==> src/rtl/regfile_pkg.sv <==
// Shared types and helpers for the multi-port register file.
package regfile_pkg;

  typedef enum logic {
    IDLE  = 1'b0,
    CLEAR = 1'b1
  } rf_state_t;

  // Address width for a given depth, never narrower than one bit.
  function automatic int clog2_min1(input int n);
    int r;
    r = 0;
    while ((1 << r) < n) r++;
    return (r < 1) ? 1 : r;
  endfunction

endpackage

==> src/rtl/regfile_mp_if.sv <==
// Bus bundle for regfile_mp: write ports, read ports and scrub control.
interface regfile_mp_if
  import regfile_pkg::*;
#(
  parameter int WIDTH  = 32,
  parameter int DEPTH  = 32,
  parameter int NREAD  = 2,
  parameter int NWRITE = 1
);
  localparam int AW = clog2_min1(DEPTH);

  logic [NWRITE-1:0]       we;
  logic [NWRITE*AW-1:0]    wa;
  logic [NWRITE*WIDTH-1:0] wd;
  logic [NREAD*AW-1:0]     ra;
  logic [NREAD*WIDTH-1:0]  rd;
  logic                    clr_req;
  logic                    clr_busy;
  logic                    clr_done;

  modport master (
    output we, wa, wd, ra, clr_req,
    input  rd, clr_busy, clr_done
  );

  modport slave (
    input  we, wa, wd, ra, clr_req,
    output rd, clr_busy, clr_done
  );

endinterface

==> src/rtl/regfile_clr_fsm.sv <==
// Sequential scrub engine: walks ptr from 0 to DEPTH-1 writing zeros.
//
// state | meaning
// IDLE  | array available to user ports, waiting for clr_req
// CLEAR | zeroing entry ptr each edge, user access blocked
module regfile_clr_fsm
  import regfile_pkg::*;
#(
  parameter int DEPTH = 32,
  parameter int AW    = 5
) (
  input  logic          clk,
  input  logic          reset,
  input  logic          clr_req,
  output logic          clr_busy,
  output logic          clr_done,
  output logic          clr_we,
  output logic [AW-1:0] clr_addr
);

  localparam logic [AW-1:0] LAST = AW'(DEPTH - 1);

  rf_state_t     state_q, state_d;
  logic [AW-1:0] ptr_q, ptr_d;
  logic          done_q, done_d;

  // State register; reset parks the engine at the start of a fresh scrub.
  always_ff @(posedge clk or posedge reset) begin
    if (reset) begin
      state_q <= CLEAR;
      ptr_q   <= '0;
      done_q  <= 1'b0;
    end else begin
      state_q <= state_d;
      ptr_q   <= ptr_d;
      done_q  <= done_d;
    end
  end

  // Next-state: accept a request only in IDLE, finish after entry DEPTH-1.
  always_comb begin
    state_d = state_q;
    ptr_d   = ptr_q;
    done_d  = 1'b0;
    case (state_q)
      IDLE: begin
        if (clr_req) begin
          state_d = CLEAR;
          ptr_d   = '0;
        end
      end
      CLEAR: begin
        if (ptr_q == LAST) begin
          state_d = IDLE;
          ptr_d   = '0;
          done_d  = 1'b1;
        end else begin
          ptr_d = ptr_q + 1'b1;
        end
      end
    endcase
  end

  // Outputs: busy and the array write strobe follow the CLEAR state directly.
  always_comb begin
    clr_busy = (state_q == CLEAR);
    clr_we   = (state_q == CLEAR);
    clr_addr = ptr_q;
    clr_done = done_q;
  end

endmodule

==> src/rtl/regfile_mp.sv <==
// Parametrised multi-port register file with optional zero entry,
// optional write-first bypass and a built-in scrub engine.
module regfile_mp
  import regfile_pkg::*;
#(
  parameter int WIDTH    = 32,
  parameter int DEPTH    = 32,
  parameter int NREAD    = 2,
  parameter int NWRITE   = 1,
  parameter int ZERO_REG = 1,
  parameter int BYPASS   = 1
) (
  input logic         clk,
  input logic         reset,
  regfile_mp_if.slave bus
);

  localparam int AW = clog2_min1(DEPTH);

  logic                   clr_busy;
  logic                   clr_we;
  logic [AW-1:0]          clr_addr;
  logic [NWRITE-1:0]      wv;
  logic [NREAD*WIDTH-1:0] rd_c;
  logic [WIDTH-1:0]       mem_q [DEPTH];
  logic [WIDTH-1:0]       mem_d [DEPTH];

  // Address is backed by a writable/readable entry.
  function automatic logic addr_ok(input logic [AW-1:0] a);
    return (int'(a) < DEPTH) && !((ZERO_REG != 0) && (a == '0));
  endfunction

  regfile_clr_fsm #(
    .DEPTH(DEPTH),
    .AW   (AW)
  ) u_clr (
    .clk     (clk),
    .reset   (reset),
    .clr_req (bus.clr_req),
    .clr_busy(clr_busy),
    .clr_done(bus.clr_done),
    .clr_we  (clr_we),
    .clr_addr(clr_addr)
  );

  assign bus.clr_busy = clr_busy;
  assign bus.rd       = rd_c;

  // Per-port effective write enable: blocked while scrubbing, dropped if invalid.
  always_comb begin
    wv = '0;
    for (int i = 0; i < NWRITE; i++) begin
      wv[i] = bus.we[i] && !clr_busy && addr_ok(bus.wa[i*AW +: AW]);
    end
  end

  // Array next value: scrub has priority; otherwise later ports overwrite earlier.
  always_comb begin
    mem_d = mem_q;
    for (int k = 0; k < DEPTH; k++) begin
      if (clr_we) begin
        if (clr_addr == AW'(k)) mem_d[k] = '0;
      end else begin
        for (int i = 0; i < NWRITE; i++) begin
          if (wv[i] && (bus.wa[i*AW +: AW] == AW'(k))) mem_d[k] = bus.wd[i*WIDTH +: WIDTH];
        end
      end
    end
  end

  // Storage has no reset; contents are only changed by the scrub or user writes.
  always_ff @(posedge clk) begin
    if (!reset) mem_q <= mem_d;
  end

  // Read ports: zero when busy or invalid, else stored value, optionally bypassed.
  always_comb begin
    rd_c = '0;
    for (int j = 0; j < NREAD; j++) begin
      if (!clr_busy && addr_ok(bus.ra[j*AW +: AW])) begin
        for (int k = 0; k < DEPTH; k++) begin
          if (bus.ra[j*AW +: AW] == AW'(k)) rd_c[j*WIDTH +: WIDTH] = mem_q[k];
        end
        if (BYPASS != 0) begin
          for (int i = 0; i < NWRITE; i++) begin
            if (wv[i] && (bus.wa[i*AW +: AW] == bus.ra[j*AW +: AW])) begin
              rd_c[j*WIDTH +: WIDTH] = bus.wd[i*WIDTH +: WIDTH];
            end
          end
        end
      end
    end
  end

endmodule

==> src/flat_wrapper.sv <==
// flat-port wrapper written by rule: the top's interface ports become plain ports
module regfile_mp_flat import regfile_pkg::*;
#(
  parameter int WIDTH    = 32,
  parameter int DEPTH    = 32,
  parameter int NREAD    = 2,
  parameter int NWRITE   = 1,
  parameter int ZERO_REG = 1,
  parameter int BYPASS   = 1
)
  (clk, reset, bus_we, bus_wa, bus_wd, bus_ra, bus_clr_req, bus_rd, bus_clr_busy, bus_clr_done);
  regfile_mp_if #(.WIDTH(WIDTH), .DEPTH(DEPTH), .NREAD(NREAD), .NWRITE(NWRITE)) bus_i ();
  input logic clk;
  input logic reset;
  input wire logic [$bits(bus_i.we)-1:0] bus_we;
  input wire logic [$bits(bus_i.wa)-1:0] bus_wa;
  input wire logic [$bits(bus_i.wd)-1:0] bus_wd;
  input wire logic [$bits(bus_i.ra)-1:0] bus_ra;
  input wire logic [$bits(bus_i.clr_req)-1:0] bus_clr_req;
  output wire logic [$bits(bus_i.rd)-1:0] bus_rd;
  output wire logic [$bits(bus_i.clr_busy)-1:0] bus_clr_busy;
  output wire logic [$bits(bus_i.clr_done)-1:0] bus_clr_done;
  assign bus_i.we = bus_we;
  assign bus_i.wa = bus_wa;
  assign bus_i.wd = bus_wd;
  assign bus_i.ra = bus_ra;
  assign bus_i.clr_req = bus_clr_req;
  assign bus_rd = bus_i.rd;
  assign bus_clr_busy = bus_i.clr_busy;
  assign bus_clr_done = bus_i.clr_done;
  regfile_mp #(.WIDTH(WIDTH), .DEPTH(DEPTH), .NREAD(NREAD), .NWRITE(NWRITE), .ZERO_REG(ZERO_REG), .BYPASS(BYPASS)) u_core (.clk(clk), .reset(reset), .bus(bus_i));
endmodule
==> config.mk <==
export PLATFORM = sky130hd
export DESIGN_NAME = regfile_mp_flat
export DESIGN_NICKNAME = d
export VERILOG_FILES = /design/src/rtl/regfile_pkg.sv /design/src/rtl/regfile_mp_if.sv /design/src/rtl/regfile_clr_fsm.sv /design/src/rtl/regfile_mp.sv /design/src/flat_wrapper.sv
export SDC_FILE = /design/constraint.sdc
export NUM_CORES = 2
export LEC_CHECK = 0
export CORE_MARGIN = 1.5
export CORE_UTILIZATION = 35
export DETAILED_ROUTE_END_ITERATION = 8
export MAX_ROUTING_LAYER = met4
export PLACE_DENSITY = 0.52
export SLEW_MARGIN = 10
export SYNTH_ARGS = -nofsm -noshare
export SYNTH_HDL_FRONTEND = slang
export SYNTH_HIERARCHICAL = 1
export SYNTH_SLANG_ARGS = --single-unit
==> constraint.sdc <==
create_clock -name clk -period 3.45 [get_ports clk]
set_input_delay 0.69 -clock clk [delete_from_list [all_inputs] [get_ports clk]]
set_output_delay 0.69 -clock clk [all_outputs]
set_load 0.01 [all_outputs]
# After elaboration in Yosys (flattened, before gate mapping)
# Cells that the tools add are included.
dict set report op_classes {
  n_addsub 1
  n_eq_ne 159
  mux 172
  bitwise 2
  n_reduce_logical 110
}
# cell count
set op_table {}
lappend op_table {{$mux W32} 164}
lappend op_table {{$eq A5 B5 Y1 const B} 64}
lappend op_table {{$eq A5 B4 Y1 const B} 32}
lappend op_table {{$reduce_and A3 Y1} 32}
lappend op_table {{$eq A5 B3 Y1 const B} 16}
lappend op_table {{$ne A2 B1 Y1 const B} 32}
lappend op_table {{$reduce_bool A2 Y1} 32}
lappend op_table {{$eq A5 B2 Y1 const B} 8}
lappend op_table {{$logic_and A1 B1 Y1} 38}
lappend op_table {{$eq A5 B1 Y1 const B} 4}
lappend op_table {{$logic_not A5 Y1} 4}
lappend op_table {{$eq A5 B5 Y1} 2}
lappend op_table {{$mux W5} 2}
lappend op_table {{$pmux W5 S2} 1}
lappend op_table {{$add A5 B1 Y5 const B} 1}
lappend op_table {{$logic_not A1 Y1} 4}
lappend op_table {{$mux W1} 4}
lappend op_table {{$ne A2 B2 Y1 const B} 1}
lappend op_table {{$not A1 Y1} 2}
lappend op_table {{$pmux W1 S2} 1}
dict set report word_totals {
  register_bits 1031
  input_bits 51
  output_inout_bits 66
  elab_cells 479
}

# Longest topological paths before layout
dict set report logic_depth {
  depth_word 35
  ltp_mapped 12
  mapped_depth_nobuf 7
}

# Hierarchy
# Netlist, hierarchy kept.
# module n_inst cells_per_inst area_per_inst_um2 seq_area_each_um2
set modules_own_cells {}
lappend modules_own_cells {regfile_mp 1 4017 49267.3 30749.5}
lappend modules_own_cells {regfile_clr_fsm 1 30 339.1 176.4}

# Least setup slack after synthesis
# Ideal clock, no wire load.
dict set report synth_timing {
  path_type {input port to flip-flop}
  from {input port bus_we}
  to {register u_core/mem_q[576] (netlist name) (enable)}
  setup_time_ns 0.421
  arrival_time_ns 3.002
  required_time_ns 3.029
  setup_slack_ns 0.027
  cell_stages 5
  n_path_buf 0
  cell_sequence {nor2b_1 nand2b_1 nor3b_1 a31oi_1 nor2_1}
}
dict set report synth_via {
  elab_chain_len 5
}
# element line
set synth_rtl {}
lappend synth_rtl {{start: declaration} flat_wrapper.sv:15} ;# input wire logic [$bits(bus_i.we)-1:0] bus_we;
lappend synth_rtl {{$logic_and A1 B1 Y1 (2 in a row)} regfile_mp.sv:53} ;# wv[i] = bus.we[i] && !clr_busy && addr_ok(bus.wa[i*AW +: AW]);
lappend synth_rtl {{$logic_and A1 B1 Y1} regfile_mp.sv:65} ;# if (wv[i] && (bus.wa[i*AW +: AW] == AW'(k))) mem_d[k] = bus.wd[i*WIDTH +: WIDTH];
lappend synth_rtl {{$reduce_bool A2 Y1 (no source line)} --}
lappend synth_rtl {{$reduce_and A3 Y1 (no source line)} --}
lappend synth_rtl {{end signal: assignment} regfile_mp.sv:73} ;# if (!reset) mem_q <= mem_d;
lappend synth_rtl {{end: declaration} regfile_mp.sv:25} ;# logic [WIDTH-1:0] mem_q [DEPTH];
# No other way between the ends.
# A chain may end at the register's enable or synchronous reset.

# Final worst setup path
dict set report layout_timing {
  from {input port bus_ra[6]}
  to {output port bus_rd[49]}
}
dict set report layout_via {
  elab_chain_len 35
  elab_cells_between_ends 70
  cone_classes {eq/ne: 32; mux: 34; reduce/logical: 4}
}
# element line
set layout_rtl {}
lappend layout_rtl {{start: declaration} flat_wrapper.sv:18} ;# input wire logic [$bits(bus_i.ra)-1:0] bus_ra;
lappend layout_rtl {{$logic_not A5 Y1} {regfile_mp.sv:30, regfile_mp.sv:82}}
lappend layout_rtl {{$mux W32 (32 in a row)} regfile_mp.sv:82} ;# if (bus.ra[j*AW +: AW] == AW'(k)) rd_c[j*WIDTH +: WIDTH] = mem_q[k];
lappend layout_rtl {{$mux W32} regfile_mp.sv:86} ;# if (wv[i] && (bus.wa[i*AW +: AW] == bus.ra[j*AW +: AW])) begin
lappend layout_rtl {{$mux W32 *} regfile_mp.sv:80} ;# if (!clr_busy && addr_ok(bus.ra[j*AW +: AW])) begin
lappend layout_rtl {{end: declaration} flat_wrapper.sv:20} ;# output wire logic [$bits(bus_i.rd)-1:0] bus_rd;
# Mark *: on every way between the ends. The rest lies on a longest branch, timed or not.

==> impl_metrics.tcl <==
set metrics [dict create \
    wl_um 365000 \
    synth.cell_area_um2 49600 \
    dp_hpwl_um 270000 \
    initial_core_util 0.354 \
    die_y_um 379 \
    met3_usage 0.131 \
    syn_to_final_growth_pct 54.8 \
    rsz0062_at_grt "yes" \
    ys_ff_latch 1031 \
    async_flop_share 0.00679 \
    status "finished, violations left" \
    drive_gt1_frac 0.447 \
    syn_area_per_cell_um2 12.3 \
    finalWorstSetupSlack_ns -0.633 \
    worstMarginPinSlew_ns 1.20 \
    ir_drop_v 0.000492 \
    skew_ns 0.0363 \
    synth_top_area_share 0.620 \
    dieArea_um2 144000 \
    final_area_um2 76800 \
    row_count 137 \
    die_x_um 379 \
    grt.met2_usage 0.735 \
    period_needed_ns 4.08 \
    relSlewSlack 0.203 \
    placed_area_um2 64400 \
    hold_class "input pin to asynchronous set/reset pin" \
    synth_edf_count 1024 \
    drc 0 \
    hold_ws_ns 0.340 \
    antenna_found_initial 19 \
    seq_area_frac_synth 0.623 \
    met1_usage 0.616 \
    violations "setup timing" \
    cts_root_buf "clkbuf_16" \
    nNetsFinal 5589 \
    critPathKind "input pin to output pin" \
    grt_max_degree 33 \
    synth_ff_type "edfxtp_1" \
    vias 52200 \
    gp_congestion 1.07 \
    post_drt_wl_per_cell_um 48.5 \
    reg2reg_depth 8 \
    coreArea_um2 140000 \
    critPathLaunchType "input pin" \
    synthesis.nets 4101 \
    cts_tree "yes" \
    crit_arrival_ns 3.39 \
    drtAntennaViolNets 0 \
    fillers 12000 \
    setup_viol 64 \
    io_pins 117 \
    fmax_mhz 245 \
    htree_num_levels 3 \
    crit_fanout 6 \
    port-buffer-count 116 \
    grt_pass1_wl_um 470000 \
    cp.required_ns 2.76 \
    drv_slew 0 \
    drtIter0Drc 9582 \
    cap_violations 0 \
    cts_hold_buf 0 \
    first_pass_iters 8 \
    insertion_delay_ns 0.80 \
    p_leak_nw 28.0 \
    gr-total-overflow 0 \
    rrSetupSlack_ns 0.51 \
    rr_endpoint "u_core/mem_q[909]" \
    clock_sinks 1031 \
    fin_crit_sh 1.18 \
    grt.busiest_layer "met2" \
    yosysTopAreaCell "edfxtp_1" \
    total_power_mw 38.5 \
    syn_inst 4047 \
    p_per_area_nw_per_um2 502 \
    end_kind "output pin" \
    ys_warn_count 6 \
    hold_viol 0 \
    vias_per_cell 6.93 \
    r2r-start "u_core/u_clr/clr_busy" \
    grt_pass1_vias 49500 \
    final_core_util 0.548 \
    cts.path.max_buffers 3 \
    tns_ns -26.41 \
    cts_buffers 121 \
    path_clk_slew_ns 0.06 \
    ys_types 100 \
    grtUsageTotal 0.512 \
    yosys-top-cells-area "edfxtp_1, a22oi_1, a21oi_1" \
]
routing by layer:
metal  up-vias  part of all wire
li1      19500                 -
met2      4836              0.42
met5         -                 0
met3      1403              0.12
met4         0              0.10
met1     26400              0.35
critical path, stage by stage:
cell	delay, ns
buf_12	0.11
buf_12	0.11
nand2b_4	0.13
buf_12	0.11
buf_8	0.11
nor2_4	0.04
buf_12	0.13
buf_12	0.13
a222oi_1	0.32
nand4_1	0.55
o221ai_2	0.38
buf_6	0.18
a21oi_2	0.06
o21a_1	0.17
buf_2	0.13
cells in the final DEF (no fill, tap or decap), types with 23 or more instances in the layout:
cell             instances
clkdlybuf4s50_1         37
nand3_1                 84
buf_4                 1023
o21ai_0                160
edfxtp_1              1024
a22oi_1                332
a22oi_2                 52
nor2b_1                 41
o221ai_1                32
nor2_2                  32
nor2_1                 154
buf_8                   62
o21ai_1                 25
and3_1                  44
buf_6                  222
clkbuf_16              125
nor2b_2                 23
a222oi_1                28
buf_12                 270
o21ai_2                 25
nor3_1                  50
a221oi_1                61
mux2_2                  23
a221oi_2                32
nand4_1                 62
nand2_2                 28
o22ai_1                 46
nand2_1                212
a31oi_1                 30
mux2i_1                 61
a21oi_2                 47
nor2_4                  90
clkinv_2                26
buf_2                   46
a21oi_1                252
a22o_1                  55
o211ai_1                37
cell type report:
cell class                 count  area [um^2]  area share
inverter                      17         66.3    0.000864
sequential                  1031        30900       0.403
clock inverter                85         1020      0.0133
clock buffer                 142         3130      0.0407
antenna                       15         37.5    0.000489
multi-input combinational   2675        21300       0.278
tap                         1876         2350      0.0306
timing repair buffer        1689        17900       0.233
registers in the layout (all words and copies together), names as in the netlist:
signal and flops:
u_core/u_clr/clr_busy 1, u_core/mem_q 1024, u_core/u_clr/clr_addr 5, u_core/u_clr/clr_done 1
synth_stat cells (all sizes together) (62+ instances only):
cell type  count
nand2        252
nor2b         80
nand4         62
nand3        102
nor2         276
a221oi       101
nor3          83
a22oi        384
o21ai        222
mux2i         63
a21oi        316
clkbuf        94
edfxtp      1024
buf          230
how the worst max path moves through the flow:
stage                          start                end  depth (start not counted)
6_report                   bus_ra[6]         bus_rd[49]                         15
4_1_cts        u_core/u_clr/clr_busy         bus_rd[16]                         12
5_1_grt        u_core/u_clr/clr_busy         bus_rd[24]                         12
3_5_place_dp               bus_ra[9]         bus_rd[54]                         12
3_3_place_gp               bus_ra[9]         bus_rd[54]                         12
2_1_floorplan                 bus_we  u_core/mem_q[576]                          5
metrics by stage:
stage / worst slack (ns) / std cells
3_5_place_dp: -2.01 / 6994
2_1_floorplan: 0.0272 / 4047
5_1_grt: -0.650 / 7528
4_1_cts: -0.613 / 7434
3_3_place_gp: -2.36 / 6993
6_report: -0.633 / 7530
repair_timing:
item / CTS / global route
gates cloned: 14 / 3
endpoints found under the setup margin: 64 / 64
pin swaps: 281 / 190
setup buffers: 226 / 110
resized for setup: 1192 / 329
power breakdown:
group          switching (mW)  internal [mW]
logic                    5.37           2.93
registers                1.01           15.4
clock network            5.80           7.97
total                    12.2           26.3
logic make-up after synthesis:
group | share of synthesized area
buffers and inverters | 0.0328
DFF | 0.623
xor gates and xnor gates | 0.00177
AOI/OAI and AO/OA | 0.211
and+or+nand+nor | 0.108
muxes | 0.0220
adders and majority gates | 0.000757
(Power assumes the default switching activity.)
